**src/rtl/wb_stage.sv**
```systemverilog
// -----------------------------------------------------------------------------
// wb_stage -- write-back stage of the 5-stage pipelined MIPS CPU.
//
// Holds the MEM/WB pipeline register and produces:
//   * the register-file write port (wb_wreg / wb_destR / wb_data / rf_we),
//   * the forwarding source for the execute stage (same registered fields),
//   * a retired-instruction counter and a halt state machine for the lab
//     display/debug logic.
//
// Parameters
//   HALT_TYPE  MEM_ins_type code treated as a halt instruction
//   CNT_W      width of the retired-instruction counter (saturating)
//
// Ports
//   clk, rst        rising-edge clock, synchronous active-high reset
//   stall, flush    hold the MEM/WB register / load a bubble (flush wins)
//   mem_*           memory-stage register-write controls, load data, ALU
//                   result and destination register
//   MEM_ins_type    instruction type tag entering the stage
//   MEM_ins_number  instruction sequence tag entering the stage
//   wb_wreg         registered write enable qualified by valid and halt
//   wb_destR        registered destination register
//   wb_data         m2reg ? load data : ALU result (from registered fields)
//   rf_we           register-file write strobe, never asserted for $0
//   WB_ins_type     registered type tag
//   WB_ins_number   registered sequence tag
//   wb_valid        MEM/WB register holds a real instruction
//   halted          halt state machine is in HALTED
//   retire_count    number of retired instructions (saturates at all-ones)
//
// Every output is taken from registers, optionally through a small amount of
// combinational logic on those registers; no input reaches an output
// combinationally.
// -----------------------------------------------------------------------------
module wb_stage #(
  parameter logic [3:0] HALT_TYPE = 4'hF,
  parameter int         CNT_W     = 16
) (
  input  logic             clk,
  input  logic             rst,
  input  logic             stall,
  input  logic             flush,
  input  logic             mem_wreg,
  input  logic             mem_m2reg,
  input  logic [31:0]      mem_mdata,
  input  logic [31:0]      mem_aluR,
  input  logic [4:0]       mem_destR,
  input  logic [3:0]       MEM_ins_type,
  input  logic [3:0]       MEM_ins_number,
  output logic             wb_wreg,
  output logic [4:0]       wb_destR,
  output logic [31:0]      wb_data,
  output logic             rf_we,
  output logic [3:0]       WB_ins_type,
  output logic [3:0]       WB_ins_number,
  output logic             wb_valid,
  output logic             halted,
  output logic [CNT_W-1:0] retire_count
);

  typedef enum logic {
    ST_RUN    = 1'b0,
    ST_HALTED = 1'b1
  } state_e;

  // ---------------------------------------------------------------------------
  // State
  // ---------------------------------------------------------------------------
  state_e             state_q,  state_d;
  logic               valid_q,  valid_d;
  logic               wreg_q,   wreg_d;
  logic               m2reg_q,  m2reg_d;
  logic [31:0]        mdata_q,  mdata_d;
  logic [31:0]        alur_q,   alur_d;
  logic [4:0]         destr_q,  destr_d;
  logic [3:0]         type_q,   type_d;
  logic [3:0]         number_q, number_d;
  logic [CNT_W-1:0]   count_q,  count_d;

  logic               is_halted;
  logic               retire;

  assign is_halted = (state_q == ST_HALTED);

  // ---------------------------------------------------------------------------
  // Next-state logic. Update priority (reset is applied in the flop block):
  // halted > flush > stall > load.
  // ---------------------------------------------------------------------------
  always_comb begin
    // NOTE: every signal gets a default before any branch so no path through
    // this block leaves a variable unassigned, which would infer a latch.
    state_d  = state_q;
    valid_d  = valid_q;
    wreg_d   = wreg_q;
    m2reg_d  = m2reg_q;
    mdata_d  = mdata_q;
    alur_d   = alur_q;
    destr_d  = destr_q;
    type_d   = type_q;
    number_d = number_q;

    if (is_halted) begin
      // The halt instruction sitting in WB retires on the first HALTED edge;
      // afterwards the register is frozen with nothing valid in it.
      valid_d = 1'b0;
      wreg_d  = 1'b0;
    end else if (flush) begin
      valid_d  = 1'b0;
      wreg_d   = 1'b0;
      m2reg_d  = 1'b0;
      mdata_d  = '0;
      alur_d   = '0;
      destr_d  = '0;
      type_d   = '0;
      number_d = '0;
    end else if (!stall) begin
      valid_d  = 1'b1;
      wreg_d   = mem_wreg;
      m2reg_d  = mem_m2reg;
      mdata_d  = mem_mdata;
      alur_d   = mem_aluR;
      destr_d  = mem_destR;
      type_d   = MEM_ins_type;
      number_d = MEM_ins_number;
      // A halt is captured so it can be seen in WB, but it never writes.
      if (MEM_ins_type == HALT_TYPE) begin
        wreg_d  = 1'b0;
        state_d = ST_HALTED;
      end
    end
  end

  // ---------------------------------------------------------------------------
  // Retire counter: an instruction retires on the edge where it leaves WB,
  // i.e. the register is not holding it. Leaving happens on a normal load, on
  // a flush (which replaces it with a bubble, even under stall), and on the
  // first HALTED edge (the halt instruction itself). Saturates at all-ones.
  // ---------------------------------------------------------------------------
  always_comb begin
    retire  = valid_q & (is_halted | flush | ~stall);
    count_d = count_q;
    if (retire && (count_q != '1)) begin
      count_d = count_q + CNT_W'(1);
    end
  end

  // ---------------------------------------------------------------------------
  // Registers
  // ---------------------------------------------------------------------------
  // NOTE: flops are written with non-blocking assignments so every register
  // samples the pre-edge value of the others regardless of statement order.
  always_ff @(posedge clk) begin
    // NOTE: reset is synchronous and clears the data registers too, so the
    // outputs are fully defined after the first reset edge.
    if (rst) begin
      state_q  <= ST_RUN;
      valid_q  <= 1'b0;
      wreg_q   <= 1'b0;
      m2reg_q  <= 1'b0;
      mdata_q  <= '0;
      alur_q   <= '0;
      destr_q  <= '0;
      type_q   <= '0;
      number_q <= '0;
      count_q  <= '0;
    end else begin
      state_q  <= state_d;
      valid_q  <= valid_d;
      wreg_q   <= wreg_d;
      m2reg_q  <= m2reg_d;
      mdata_q  <= mdata_d;
      alur_q   <= alur_d;
      destr_q  <= destr_d;
      type_q   <= type_d;
      number_q <= number_d;
      count_q  <= count_d;
    end
  end

  // ---------------------------------------------------------------------------
  // Outputs (registered fields only)
  // ---------------------------------------------------------------------------
  assign wb_valid      = valid_q;
  assign wb_wreg       = wreg_q & valid_q;
  assign wb_destR      = destr_q;
  assign wb_data       = m2reg_q ? mdata_q : alur_q;
  // $0 is hard-wired to zero in MIPS; writes to it are dropped here.
  assign rf_we         = wb_wreg & (destr_q != 5'd0);
  assign WB_ins_type   = type_q;
  assign WB_ins_number = number_q;
  assign halted        = is_halted;
  assign retire_count  = count_q;

endmodule

```
**config.mk**
```make
export PLATFORM = sky130hd
export DESIGN_NAME = wb_stage
export DESIGN_NICKNAME = d
export VERILOG_FILES = /design/src/rtl/wb_stage.sv
export SDC_FILE = /design/constraint.sdc
export NUM_CORES = 1
export LEC_CHECK = 0
export CORE_UTILIZATION = 38
export DETAILED_ROUTE_END_ITERATION = 6
export HOLD_SLACK_MARGIN = 0.06
export PLACE_DENSITY_LB_ADDON = 0.12
export SLEW_MARGIN = 5
export SYNTH_ARGS = -nofsm -noshare
export SYNTH_HDL_FRONTEND = slang
export SYNTH_SLANG_ARGS = --single-unit
```
**constraint.sdc**
```tcl
create_clock -name clk -period 1.72 [get_ports clk]
set_input_delay 0.172 -clock clk [delete_from_list [all_inputs] [get_ports clk]]
set_output_delay 0.172 -clock clk [all_outputs]
set_load 0.02 [all_outputs]
```
==> metrics.cfg <==
[power_and_ir_drop]
ir_worst_vdd_uv=430
p_per_area_nw_per_um2=737
leakage_nw=2.28

[grt]
grt_pass1_wl_mm=17.6
use_met1_pct=23.6
grt_max_degree=64
grt_use_met2_pct=34.1
grt_pass1_vias=3637
gr-total-overflow=0
antenna_found_initial=0
top_usage_layer=met2
grt_use_met3_pct=6.43
grt_usage_pct=19.8

[clock_tree]
clockBufferDepth=2
clock_latency_ns=0.36
htree_levels=3
cts_made_buffers=9
cts_tree=done
cts_sinks=97
cts-hold-fix-buffers=0
cts_root_buf=clkbuf_8
clk_pin_slew_ns=0.09

[synthesis]
syn_avg_cell_area_um2=9.52
synth_top_area_cell=dfxtp_1
synth_edf_count=0
synth_flop_cell=dfxtp_1
synth-seq-area-share_pct=48.3
synth_cell_type_count=45
synth_top_area_share_pct=48.3
ys_ff_latch=97
synth_nets=506
synth_cells=422
syn_area_um2=4020
yosysWarnings=0
ys_async_sr_fraction_pct=0
synthTopCellsByArea=dfxtp_1 48%, a22oi_1 15%, mux2_2 9.5%

[die]
core_um2=10300
die-width_um=105
dieArea_um2=11000
die_h_um=105
io_pins=148
rows=37
initial_utilization_pct=39.1

[sta]
hold_violations=0
fin_crit_sh_pct=99.4
clock_skew_ns=0.0120
rsz0062_at_grt=yes
worst_pin_slew_ns=0.639
setup_violations=0
final_max_slew_viol_count=0
layout_min_cycle_time_ns=1.71
fmax_mhz=585
slew_headroom_pct=57.4
fin_ws_ns=0.0110

[route]
ant_nets=0
drt-initial-drc-count=193
drcViolationCount=0
drt-wirelength-per-cell_um=15.1
vias=3770
first_pass_iters=5
viasPerCell=5.24
wl_mm=10.9

[flow_run]
drv_cap=0

[finish]
ff_latch_area_um2=1950
area_growth_pct=46.6
final_core_util_pct=57.3
final_cells=719
antennaDiodeCount=0
fillers=952
drive_gt1_share_pct=22.8
fin_area_um2=5890
nets=662
multi_input_area_um2=1970

[min_path]
hold_class=primary input to flip-flop
hp-start=rst

[critical_path]
arrival_ns=1.54
crit_start=wb_destR[0]$_SDFFE_PP0P_
slowest_stage=or4_1
path_buf_inv=1
cp_cell_sequence=or4_1, o21a_1, buf_2
critical_path.top_delay_family=simple AND/OR/NAND/NOR gates
criticalPathCategory=flip-flop to output port
end_kind=output port
cp-start-kind=flip-flop
crit_required_ns=1.55
crit_fanout=3
r2r_start=retire_count[1]$_SDFFE_PP0P_
max_stage_delay_ns=0.52

[place]
port_buffers=147
dpl_cell_area_um2=5780
place.gp.congestion=0.828
dp.cells=699
pre_cts_ws_ns=-0.218
hpwl_mm=7.34

[status]
status=complete, no violations

-- timing repair --
item / 4_1_cts / 5_1_grt
setup endpoints to repair: 33 / 36
pin swaps: 0 / 1
endpoints found under the hold margin: 0 / 0
cloned: 0 / 1
setup buffers: 0 / 3
resized for setup: 94 / 40
-- where the power goes --
part	leakage (nW)	internal (mW)	switching, mW
registers	0.791	2.31	0.0341
logic	1.40	0.329	0.274
clock network	0.0863	0.613	0.780
-- routing by layer --
metal  vias up  wire (um)
li1       1842          -
met1      1806       4640
met2       111       5340
met3        11        747
met4         0        129
met5         -          0
-- final cells by class --
cell class | count | share of cell area [%]
multi-input cells | 288 | 33.5
clock buffers | 13 | 2.70
repair buffers | 178 | 27.2
well taps | 136 | 2.89
clock inverters | 3 | 0.404
inverters | 4 | 0.255
flip-flops and latches | 97 | 33.1
-- cell families (layout without fill, tap and decap cells) --
family                   Yosys count  after routing  share of synthesized area (%)
AO/OA/AOI/OAI                    100            100                           18.2
adder cells (fa/ha/maj)            1              1                          0.311
buffers and inverters             38            198                           3.99
flip-flops                        97             97                           48.3
multiplexers                      40             40                           11.3
AND/OR/NAND/NOR                  146            147                           17.9
-- flip-flops by register name, indices dropped and copies added, names as in the netlist --
signal,count
WB_ins_number,4
halted,1
wb_destR,5
WB_ins_type,4
m2reg_q,1
wreg_q,1
mdata_q,32
retire_count,16
wb_valid,1
alur_q,32
-- cell usage after synthesis (4+ instances only) --
| cell type | n |
|---|---|
| nand2_1 | 8 |
| mux2_2 | 34 |
| a21oi_1 | 7 |
| a22oi_1 | 78 |
| nand3_1 | 4 |
| inv_1 | 4 |
| dfxtp_1 | 97 |
| buf_2 | 8 |
| nor3_1 | 9 |
| mux2_1 | 4 |
| nor2_1 | 91 |
| clkbuf_1 | 25 |
| nor2b_1 | 5 |
-- path summary, 6_finish.rpt --
check	endpoint	slack, ns	cells after the start
max	rf_we	0.01	3
min	mdata_q[0]$_SDFFE_PP0P_	0.33	2
max reg2reg	retire_count[3]$_SDFFE_PP0P_	0.10	6
min reg2reg	wreg_q$_SDFFE_PP0N_	0.46	2
-- through the flow --
step / power, mW / hold WS (ns) / setup TNS (ns)
after floorplan: 2.68 / 0.261 / 0
after global placement: 3.01 / 0.437 / -1.10
after detailed placement: 3.03 / 0.449 / -1.54
after CTS: 4.41 / 0.310 / -0.0346
after global routing: 4.55 / 0.330 / -0.0626
final: 4.34 / 0.331 / 0
-- layout by cell type (no fill, tap or decap), types with 3 or more instances in the layout --
cell type and count:
dfxtp_1 94, nor2_1 91, nand2b_1 3, clkbuf_2 8, clkbuf_8 11, a21oi_1 7
nor3_1 9, nand3_1 4, buf_2 23, nand2_1 7, or4_1 3, mux2_2 34
a31oi_1 3, buf_12 4, a22oi_1 78, buf_4 28, nor2b_1 5, inv_1 4
clkdlybuf4s50_1 113, mux2_1 4
(Power assumes the default switching activity.)
==> patch 1 (same settings) <==
Change the parameter `HALT_TYPE` from 4'hF to 4'h7.
--- a/src/rtl/wb_stage.sv
+++ b/src/rtl/wb_stage.sv
@@ -34,5 +34,5 @@
 // -----------------------------------------------------------------------------
 module wb_stage #(
-  parameter logic [3:0] HALT_TYPE = 4'hF,
+  parameter logic [3:0] HALT_TYPE = 4'h7,
   parameter int         CNT_W     = 16
 ) (
Function: changed (a bounded check fails within 4 cycles, from zero or initial values and one cycle with rst high).
==> patch 1 against the unedited design <==
Cell area is 1.3% higher. Non-clock buffer count is 2 higher. Clock power is 13% higher. Sequential share of layout area is 0.43 points lower. Sequential cell count stayed put. Routed wire length is 1.1% higher. Critical path depth stayed put. Synthesized area hardly changed. Power is 4.3% higher. Via count is 0.95% lower. Clock skew is 0.0039 ns lower. Worst setup slack better by 0.0091 ns. Largest cell class unchanged.
==> patch 1: results (changes against the unedited design) <==
DR iter-0 viols 234 (+21%); reg2reg start retire_count[1]; commonest cells in the netlist dfxtp_1 (97), nor2_1 (91), a22oi_1 (78); Final nets 663 (+0.15%); Total GRT Usage 20.1% (+0.34 points); VDD IR max 373 µV (-13%); slowest stage cell, crit path or4_1; share of cells above drive strength 1 22.7% (-0.13 points); Pleak 2.36 nW (+3.3%); Via-to-Cell Ratio 5.20 (-0.82%); worst reg2reg endpoint retire_count[15]; Worst R2R Setup Slack 0.08 ns (-0.02 ns); final critical-path required period 1.70 ns (-0.00915 ns); routability cong. 0.836 (+0.99%); worst hold start rst; Post CTS Setup Buffer Count 0 (unchanged); H-tree depth 3 (unchanged); Clock Latency Late Sink 0.35 ns; first-pass GRT wire length 17.9 mm (+1.7%); Sw Share 23.9% (-1.2 points); vias in the first global route 3656 (+0.52%); post-synthesis sequential area ratio 48.3% (about the same); prevailing post-synth register cell dfxtp_1; CTS max path bufs 2 (unchanged); worst min path class input pin to flip-flop; initial antenna violation count 0 (unchanged); clock-pin slew on the worst setup and hold paths 0.09 ns (about the same); Root Driver clkbuf_8; Pre-antenna DRT Iters 5 (unchanged); Netlist cell types 46 (+2.2%); Max-slew headroom 61.6% (+4.2 points); CP arrival 1.53 ns; status complete, no violations; critical path peak fanout 3 (unchanged); Clock Skew 0.00803 ns (-0.00394 ns); syn_nets 506 (unchanged); largest net degree at the start of global routing 79 (+23%); yosys warns 0 (unchanged); total wire length 11.0 mm (+1.1%); Detailed Place HPWL 7.37 mm (+0.47%); post-cts sizing count 88 (-6.4%); Num CTS Buffers 9 (unchanged); Async SR Flop Fraction 0% (unchanged); post-place instance area 5790 µm² (+0.17%); Synth area leaders dfxtp_1 (48%), a22oi_1 (15%), mux2_2 (9.5%), nor2_1 (8.5%), clkbuf_1 (2.3%); worst setup path endpoint rf_we
-- patch 1: kinds of logic after synthesis --
family	synth area share, %
simple gates	18.0
compound gates	18.2
flops	48.3
mux	11.3
buf+inv	3.98
fa+ha+maj	0.311
-- patch 1: metal layers --
layer  global-route usage [%]  vias to the layer above  share of wire [%]
li1                         -                     1838                  -
met1                     24.7                     1747                 43
met2                     32.5                      127                 47
met3                     5.93                       22                7.0
met4                     9.05                        0                2.7
met5                        0                        -                  0
-- patch 1: worst min path at each step --
stage	end	slack [ns]
5_1_grt	alur_q[8]	0.30
3_5_place_dp	wreg_q	0.44
4_1_cts	mdata_q[3]	0.28
6_report	alur_q[4]	0.30
2_1_floorplan	wb_valid	0.26
3_3_place_gp	wreg_q	0.44
-- patch 1: layout make-up --
| type | count | area (µm²) |
|---|---|---|
| Fill cell | 953 | 4310 |
| Timing Repair Buffer | 180 | 1650 |
| Sequential cell | 97 | 1950 |
| Clock inverter | 5 | 82.6 |
| Tap cell | 136 | 170 |
| Multi-Input combinational cell | 287 | 1970 |
| Clock buffer | 9 | 124 |
| Inverter | 4 | 15.0 |
-- patch 1: metrics by stage --
| step | std cells | setup slack (ns) |
|---|---|---|
| after floorplan | 422 | 0.00639 |
| after global placement | 700 | -0.149 |
| after detailed placement | 700 | -0.204 |
| after CTS | 714 | -0.0367 |
| after global routing | 718 | -0.0546 |
| final | 718 | 0.0201 |
-- patch 1: power by group through the flow --
stage	Combinational [W]	Sequential, W	Clock [W]
2_1_floorplan	0.000273	0.00240	0
3_3_place_gp	0.000625	0.00239	0
3_5_place_dp	0.000632	0.00239	0
4_1_cts	0.000624	0.00234	0.00162
5_1_grt	0.000660	0.00235	0.00172
6_report	0.000609	0.00234	0.00157
==> patch 2 (same settings) <==
Without the edit above. Register the output `retire_count` once more, with the module's reset; this adds one clock of latency there. The other outputs are not delayed to match.
--- a/src/rtl/wb_stage.sv
+++ b/src/rtl/wb_stage.sv
@@ -190,5 +190,11 @@
   assign WB_ins_number = number_q;
   assign halted        = is_halted;
-  assign retire_count  = count_q;
+  always_ff @(posedge clk) begin
+    if (rst) begin
+      retire_count <= '0;
+    end else begin
+      retire_count <= count_q;
+    end
+  end
 
 endmodule
Function: changed (Yosys sat finds a counterexample within 4 cycles, from zero or initial values and one cycle with rst high).
==> patch 2 against the unedited design <==
The run now ends with negative setup slack left. Largest cell class is now registers. Synthesized area up 6.9%. Core utilization increased by 3.5 points. Cell area increased by 13%. Routed wire length up 4.0%. Worst setup slack worse by 0.026 ns. Power grew 59%. Sequential cell count grew 16. Highest routed layer unchanged. Critical endpoint is now wb_data[10].
==> patch 2: results (changes against the unedited design) <==
wire per inst 15.0 µm (-0.35%); post-place instance area 6080 µm² (+5.3%); initial antenna violation count 0 (unchanged); critical path peak fanout 9 (+6); commonest cells in the netlist dfxtp_1 (113), nor2_1 (98), a22oi_1 (78); Clock Skew 0.00815 ns (-0.00382 ns); share of cells above drive strength 1 23.1% (+0.30 points); syn_nets 521 (+3.0%); setup TNS -0.107 ns (-0.107 ns); Root Driver clkbuf_16; setup ws final -0.0146 ns (-0.0256 ns); status complete, but fails checks; post-synthesis sequential area ratio 52.7% (+4.4 points); routability cong. 0.764 (-7.7%); first-pass GRT wire length 18.1 mm (+2.7%); Via-to-Cell Ratio 5.02 (-4.3%); Syn Inst Count 437 (+3.6%); Final nets 683 (+3.2%); Num CTS Buffers 17 (+8); Synth area leaders dfxtp_1 (53%), a22oi_1 (14%), nor2_1 (8.6%), mux2_2 (8.4%), nor2b_1 (2.3%); Netlist cell types 35 (-22%); Pleak 2.64 nW (+16%); DR iter-0 viols 182 (-5.7%); total wire length 11.3 mm (+4.0%); VDD IR max 879 µV (+100%); Clock Latency Late Sink 0.40 ns (+0.04 ns); placed cells 718 (+2.7%); CP delay by family, top buffers and inverters; CP arrival 1.56 ns (+0.02 ns); r2r worst-path depth 7 (+1); Crit path largest cell delay 0.39 ns (-0.13 ns); final setup vio count 10 (+10); slowest stage cell, crit path dfxtp_4; Power Internal 0.00548 W (+69%); Total GRT Usage 20.1% (+0.34 points); failing checks negative setup slack; H-tree depth 4 (+1)
## patch 2: layout make-up
cell class,instances,area (µm²),share of cell area (%)
Tap cell,140,175,2.64
Sequential cell,113,2270,34.1
Clock inverter,5,100,1.51
Inverter,1,3.75,0.0565
Multi-Input combinational cell,289,1940,29.1
Clock buffer,25,505,7.61
Timing Repair Buffer,177,1660,24.9
## patch 2: routing by layer
layer  wire [µm]  GRT usage (%)
met1        4690           23.1
met2        5780           34.6
met3         735           7.59
met4          86           6.18
met5           0              0
## patch 2: per-stage QoR
step / total power [W] / setup WS, ns / util, %
3_5_place_dp: 0.00341 / -0.102 / 55.6
5_1_grt: 0.00716 / -0.0788 / 60.8
3_3_place_gp: 0.00340 / -0.0794 / 55.6
2_1_floorplan: 0.00305 / 0.0624 / -
6_report: 0.00689 / -0.0146 / 60.8
4_1_cts: 0.00697 / -0.0384 / 60.8
## patch 2: timing repair
action / 4_1_cts / 5_1_grt
setup buffers: 0 / 1
gates cloned: 1 / 0
pin swaps: 0 / 4
gates resized for setup: 126 / 20
endpoints found under the setup margin: 36 / 30
## patch 2: cell families after synthesis
logic type,synth area share (%)
adder cells (fa/ha/maj),0.291
XOR/XNOR,2.04
AND/OR/NAND/NOR,17.3
flip-flops,52.7
buffers and inverters,3.21
AO/OA/AOI/OAI,14.7
multiplexers,9.68
## patch 2: worst paths after layout
check,startpoint,slack [ns],end
max,m2reg_q,-0.01,wb_data[10]
min,rst,0.23,count_q[13]
max reg2reg,count_q[1],0.07,count_q[15]
min reg2reg,alur_q[24],0.49,alur_q[24]
## patch 2: worst register-to-register path: stages (launching register included)
cell	delay, ns
dfxtp_2	0.35
ha_4	0.15
nand3_4	0.09
nor4_4	0.31
buf_6	0.17
nor2_2	0.06
nand3_1	0.10
mux2_1	0.31
## patch 2: power by group through the flow
stage	combinational [W]	sequential, W	clock (W)
detailed placement	0.000637	0.00278	0
global placement	0.000627	0.00277	0
global route	0.000664	0.00273	0.00377
CTS	0.000628	0.00272	0.00362
floorplan	0.000269	0.00278	0
finish	0.000615	0.00273	0.00355
